[src/rtl/hilo_muldiv_unit.sv]
// Iterative multiply/divide unit with architectural HI/LO registers.
// Optional MULDIV_EARLY_OUT_EN: multiplies finish once the remaining multiplier bits are zero.
module hilo_muldiv_unit #(
    parameter int              WIDTH      = 32,
    parameter logic [WIDTH-1:0] HILO_RESET = '0
) (
    input  logic             clock,
    input  logic             reset,
    input  logic             start,
    input  logic [1:0]       op,
    input  logic [WIDTH-1:0] rs_val,
    input  logic [WIDTH-1:0] rt_val,
    input  logic             mthi,
    input  logic             mtlo,
    output logic [WIDTH-1:0] hi,
    output logic [WIDTH-1:0] lo,
    output logic             busy,
    output logic             done
);

    localparam int CW = $clog2(WIDTH) + 1;

    typedef enum logic [1:0] {IDLE, RUN, FINISH} state_t;

    state_t state, state_nx;

    logic [CW-1:0]      count;
    logic               is_div;
    logic               neg_q;
    logic               neg_r;
    logic [2*WIDTH-1:0] acc;
    logic [2*WIDTH-1:0] mcand;
    logic [WIDTH-1:0]   mplier;
    logic [WIDTH-1:0]   quo;
    logic [WIDTH-1:0]   rem;
    logic [WIDTH-1:0]   divisor;

    logic               accept;
    logic               last_iter;
    logic               early_out;
    logic [WIDTH-1:0]   rs_mag;
    logic [WIDTH-1:0]   rt_mag;
    logic [WIDTH:0]     partial;
    logic [WIDTH:0]     diff;
    logic [2*WIDTH-1:0] prod;
    logic [WIDTH-1:0]   quo_fix;
    logic [WIDTH-1:0]   rem_fix;

    assign accept    = (state == IDLE) && start;
    assign last_iter = (count == CW'(WIDTH - 1));
    assign busy      = (state != IDLE);

    // op[0]=0 selects the signed variants; they work on magnitudes and fix signs at the end
    assign rs_mag = (!op[0] && rs_val[WIDTH-1]) ? -rs_val : rs_val;
    assign rt_mag = (!op[0] && rt_val[WIDTH-1]) ? -rt_val : rt_val;

    assign partial = {rem, quo[WIDTH-1]};
    assign diff    = partial - {1'b0, divisor};

    assign prod    = neg_q ? -acc : acc;
    assign quo_fix = neg_q ? -quo : quo;
    assign rem_fix = neg_r ? -rem : rem;

`ifdef MULDIV_EARLY_OUT_EN
    assign early_out = !is_div && (mplier == '0);
`else
    assign early_out = 1'b0;
`endif

    always_ff @(posedge clock or posedge reset) begin
        if (reset) begin
            state <= IDLE;
        end else begin
            state <= state_nx;
        end
    end

    always_comb begin
        state_nx = state;
        case (state)
            IDLE:    if (start) state_nx = RUN;
            RUN:     if (early_out || last_iter) state_nx = FINISH;
            FINISH:  state_nx = IDLE;
            default: state_nx = IDLE;
        endcase
    end

    always_ff @(posedge clock or posedge reset) begin
        if (reset) begin
            count   <= '0;
            is_div  <= 1'b0;
            neg_q   <= 1'b0;
            neg_r   <= 1'b0;
            acc     <= '0;
            mcand   <= '0;
            mplier  <= '0;
            quo     <= '0;
            rem     <= '0;
            divisor <= '0;
        end else if (accept) begin
            count   <= '0;
            is_div  <= op[1];
            neg_q   <= !op[0] && (rs_val[WIDTH-1] ^ rt_val[WIDTH-1]);
            neg_r   <= !op[0] && rs_val[WIDTH-1];
            acc     <= '0;
            mcand   <= {{WIDTH{1'b0}}, rs_mag};
            mplier  <= rt_mag;
            quo     <= rs_mag;
            rem     <= '0;
            divisor <= rt_mag;
        end else if (state == RUN) begin
            count <= count + 1'b1;
            if (is_div) begin
                // restoring step: the dividend shifts out of quo while quotient bits shift in
                if (!diff[WIDTH]) begin
                    rem <= diff[WIDTH-1:0];
                    quo <= {quo[WIDTH-2:0], 1'b1};
                end else begin
                    rem <= partial[WIDTH-1:0];
                    quo <= {quo[WIDTH-2:0], 1'b0};
                end
            end else begin
                if (mplier[0]) acc <= acc + mcand;
                mcand  <= mcand << 1;
                mplier <= mplier >> 1;
            end
        end
    end

    always_ff @(posedge clock or posedge reset) begin
        if (reset) begin
            hi   <= HILO_RESET;
            lo   <= HILO_RESET;
            done <= 1'b0;
        end else begin
            done <= (state == FINISH);
            if (state == FINISH) begin
                if (is_div) begin
                    // divide by zero leaves all-ones quotient; rem_fix restores the original dividend
                    lo <= (divisor == '0) ? '1 : quo_fix;
                    hi <= rem_fix;
                end else begin
                    hi <= prod[2*WIDTH-1:WIDTH];
                    lo <= prod[WIDTH-1:0];
                end
            end else if (state == IDLE) begin
                if (mthi) hi <= rs_val;
                if (mtlo) lo <= rs_val;
            end
        end
    end

endmodule

[config.mk]
export PLATFORM = sky130hd
export DESIGN_NAME = hilo_muldiv_unit
export DESIGN_NICKNAME = d
export VERILOG_FILES = /design/src/rtl/hilo_muldiv_unit.sv
export SDC_FILE = /design/constraint.sdc
export NUM_CORES = 1
export LEC_CHECK = 0
export ABC_AREA = 1
export CORE_ASPECT_RATIO = 0.9
export CORE_MARGIN = 10
export CORE_UTILIZATION = 45
export CTS_CLUSTER_SIZE = 25
export DETAILED_ROUTE_END_ITERATION = 8
export DONT_BUFFER_PORTS = 1
export PLACE_DENSITY_LB_ADDON = 0.3
export SLEW_MARGIN = 20
export SYNTH_ARGS = -nofsm -noshare
export SYNTH_HDL_FRONTEND = slang
export SYNTH_SLANG_ARGS = --single-unit
[constraint.sdc]
create_clock -name clock -period 9.9 [get_ports clock]
set_input_delay 0.99 -clock clock [delete_from_list [all_inputs] [get_ports clock]]
set_output_delay 0.99 -clock clock [all_outputs]
set_load 0.05 [all_outputs]
==> qor.csv <==
stage,metric,value,unit
status,status,"finished, final reports clean",
setup_path,worstPathArrival,4.63,ns
setup_path,cp.required,10.39,ns
floorplanning,coreArea,60200,sq um
power_and_ir_drop,internal-power,5.183,mW
place,dpl.hpwl,84050,um
sta,final-max-slew-violation-count,0,
detailed_routing,final_antenna_net_count,0,
place,gp_routability_congestion,1.016,
power_and_ir_drop,design_power_total,12.14,mW
sta,final.setup.worst_slack,5.768,ns
logic_synthesis,ys_top_cells_by_area,"dfrtp_1 30%, nand2_1 21%, nor2_1 8.8%",
global_routing,global_route.overflow_total,0,
logic_synthesis,ys_warn_count,0,
layout,fillers,6370,
place,dp.cells,5288,
clocking,htree_levels,2,
clocking,clk_pin_slew_worst_paths,0.06,ns
sta,setup_tns,0,ns
logic_synthesis,synth_top_flop_cell,dfrtp_1,
logic_synthesis,yosysMostFrequentCell,nand2_1,
power_and_ir_drop,p_seq_frac,0.269,
logic_synthesis,synth.avg_cell_area,5.957,sq um
clocking,clockBufferDepth,3,
clocking,numClockSinks,332,
setup_path,element_type_at_the_critical_path_end,flip-flop,
layout,layout-drive-gt1-share,0.02732,
place,preCtsSetupSlack,5.355,ns
sta,relSlewSlack,0.2445,
floorplanning,design.die.area,71370,sq um
sta,grt_setup_unrepaired,false,
power_and_ir_drop,power_frac_comb,0.602,
floorplanning,die_height,254.5,um
floorplanning,ios,137,
clocking,clock_insertion_delay_worst_skew,0.59,ns
layout,layout.nets,4722,
logic_synthesis,synth_seq_area_share,0.3023,
layout,layout.cells.non_filler,5359,
power_and_ir_drop,vdd_drop_max,0.2462,mV
global_routing,first_global_vias,27080,
sta,min_period,4.132,ns
run,maxCapViolCount,0,
setup_path,path_max_fanout,48,
logic_synthesis,post_synth_inst_count,4614,
logic_synthesis,ys_seq_elements,332,
power_and_ir_drop,power_per_cell_area,411.7,nW/um^2
place,portBuffers,0,
logic_synthesis,yosysTopAreaCell,dfrtp_1,
logic_synthesis,synth.cells.most_frequent,"1527 x nand2_1, 643 x nor2_1, 573 x inv_1",
hold_path,hold_path_class,reg2reg,
detailed_routing,firstDrtPassIters,6,
layout,seq_area,8310,sq um
global_routing,grt_start_max_net_pins,172,
floorplanning,die-width,280.5,um
logic_synthesis,synth-edff-count,0,
power_and_ir_drop,swShare,0.5730,
detailed_routing,routed-via-count,30320,
setup_path,critical_path_class,reg2reg,
logic_synthesis,synth_nets,4788,
global_routing,grt_antenna_before_repair,0,
setup_path,critPathLaunchType,flip-flop,
detailed_routing,totalWireLength,107600,um
floorplanning,num_rows,85,
layout,multiInputGateArea,16490,sq um
detailed_routing,routedWlPerCell,20.09,um
sta,tightestPinTransition,1.129,ns
power_and_ir_drop,clkPwrFrac,0.129,
logic_synthesis,synth_top_cell_area_share,0.3023,
clocking,clock_tree_from_tritoncts,yes,
clocking,cts_inserted_buffers,41,
logic_synthesis,syn-cell-area,27480,sq um
power_and_ir_drop,net-switching-power,6.956,mW
detailed_routing,drt_drc_violations_left,0,
clocking,hold_buffer_count_at_cts,0,
sta,max_freq,0.2420,GHz
layout,flow.area_growth_from_synthesis,7.279,%
sta,finalSetupViolCount,0,
clocking,cts_post_setup_buffers_inserted,0,
detailed_routing,viasPerCell,5.658,
logic_synthesis,asyncSetResetFlopFracSynth,1.000,
sta,fin_crit_sh,0.4174,
detailed_routing,drt-initial-drc-count,4104,
sta,final_hold_viol_count,0,
sta,finClkSkew,0.03355,ns
layout,antennaDiodeCount,0,
global_routing,grt_pass1_wl,162600,um
power_and_ir_drop,total_leakage_power,15.11,nW
clocking,root_buffer,clkbuf_16,
logic_synthesis,synth.lib_cells_used.distinct,42,
global_routing,grt_util_all_layers,0.2934,
clocking,cts_resized,0,
floorplanning,floorplan.initialDensity,0.4566,
[registers in the layout (all words and copies together) (netlist names)]
name     flops
hi          32
state        2
is_div       1
count        6
divisor     32
lo          32
neg_r        1
acc         64
done         1
rem         32
mcand       64
neg_q        1
mplier      32
quo         32
[final cells by class]
type	instances	area share
clock inverter	17	0.006832
multi-input combinational	3569	0.5592
timing repair buffer	26	0.007044
clock buffer	54	0.03815
sequential	332	0.2819
inverter	578	0.07371
tap	783	0.03323
[cell usage in the layout (no fill, tap or decap), types with 5 or more instances in the layout]
cell type	netlist	layout
a21oi_1	246	246
a22oi_1	10	10
a31oi_1	51	51
buf_4	1	25
clkbuf_1	102	8
clkbuf_16	0	41
clkbuf_8	0	5
clkinv_2	0	8
dfrtp_1	332	330
ha_1	101	101
inv_1	573	569
inv_2	5	6
nand2_1	1527	1527
nand3_1	467	467
nand3b_1	15	15
nand4_1	55	55
nor2_1	643	641
nor3_1	24	24
o211ai_1	12	12
o21ai_0	291	290
o21ai_1	19	18
o21bai_1	16	16
o22ai_1	12	12
or2_2	17	17
xnor2_1	17	17
xor2_1	19	19
[per-layer routing]
metal	routed length, um	share of wire	vias to the layer above	GRT usage
met4	3012	0.028	0	0.08459
met2	42960	0.40	1487	0.4120
met1	47160	0.44	14020	0.4158
li1	-	-	14650	-
met5	0	0	-	0
met3	14510	0.13	169	0.1021
[worst max-delay path, stage by stage (launching register included)]
cell and delay [ns]:
dfrtp_1 0.43, inv_2 0.14, nand3_4 0.44, inv_2 0.67, o21ai_4 0.06, buf_4 0.30, inv_2 0.51, nand2_4 0.26
inv_2 0.84, nand3_1 0.14, o21ai_0 0.12
[power groups by stage]
stage / combinational [mW] / clock [mW] / sequential [mW]
final: 7.31 / 1.56 / 3.27
after global routing: 8.23 / 1.62 / 3.34
after CTS: 7.16 / 1.57 / 3.23
after detailed placement: 7.13 / 0 / 3.25
after global placement: 7.04 / 0 / 3.25
after floorplan: 5.36 / 0 / 2.88
[worst paths after layout]
path,startpoint,to,slack (ns),cells past startpoint
min in group asynchronous,reset,count[5],0.53,2
max reg2reg,state[1],acc[28],5.77,10
min reg2reg,count[5],state[1],0.44,1
max,state[1],acc[28],5.77,10
min,count[5],state[1],0.44,1
max in group asynchronous,reset,mcand[56],7.98,3
[metrics by stage]
step | util | hold slack, ns | area [sq um]
floorplan | - | 0.4109 | 27490
global placement | 0.4678 | 0.4232 | 28160
detailed placement | 0.4678 | 0.4292 | 28160
CTS | 0.4898 | 0.4381 | 29480
global route | 0.4898 | 0.4574 | 29480
finish | 0.4898 | 0.4385 | 29480
[cell families (layout without fill, tap and decap cells)]
group,Yosys count,count (layout),synth area share
AOI/OAI and AO/OA,673,673,0.1312
xor gates and xnor gates,36,36,0.01147
DFF,332,332,0.3023
adders and majority gates,103,103,0.04744
buffers and inverters,713,675,0.09902
and+or+nand+nor,2757,2757,0.4086
Note: power is estimated with default switching activity, not from simulation.
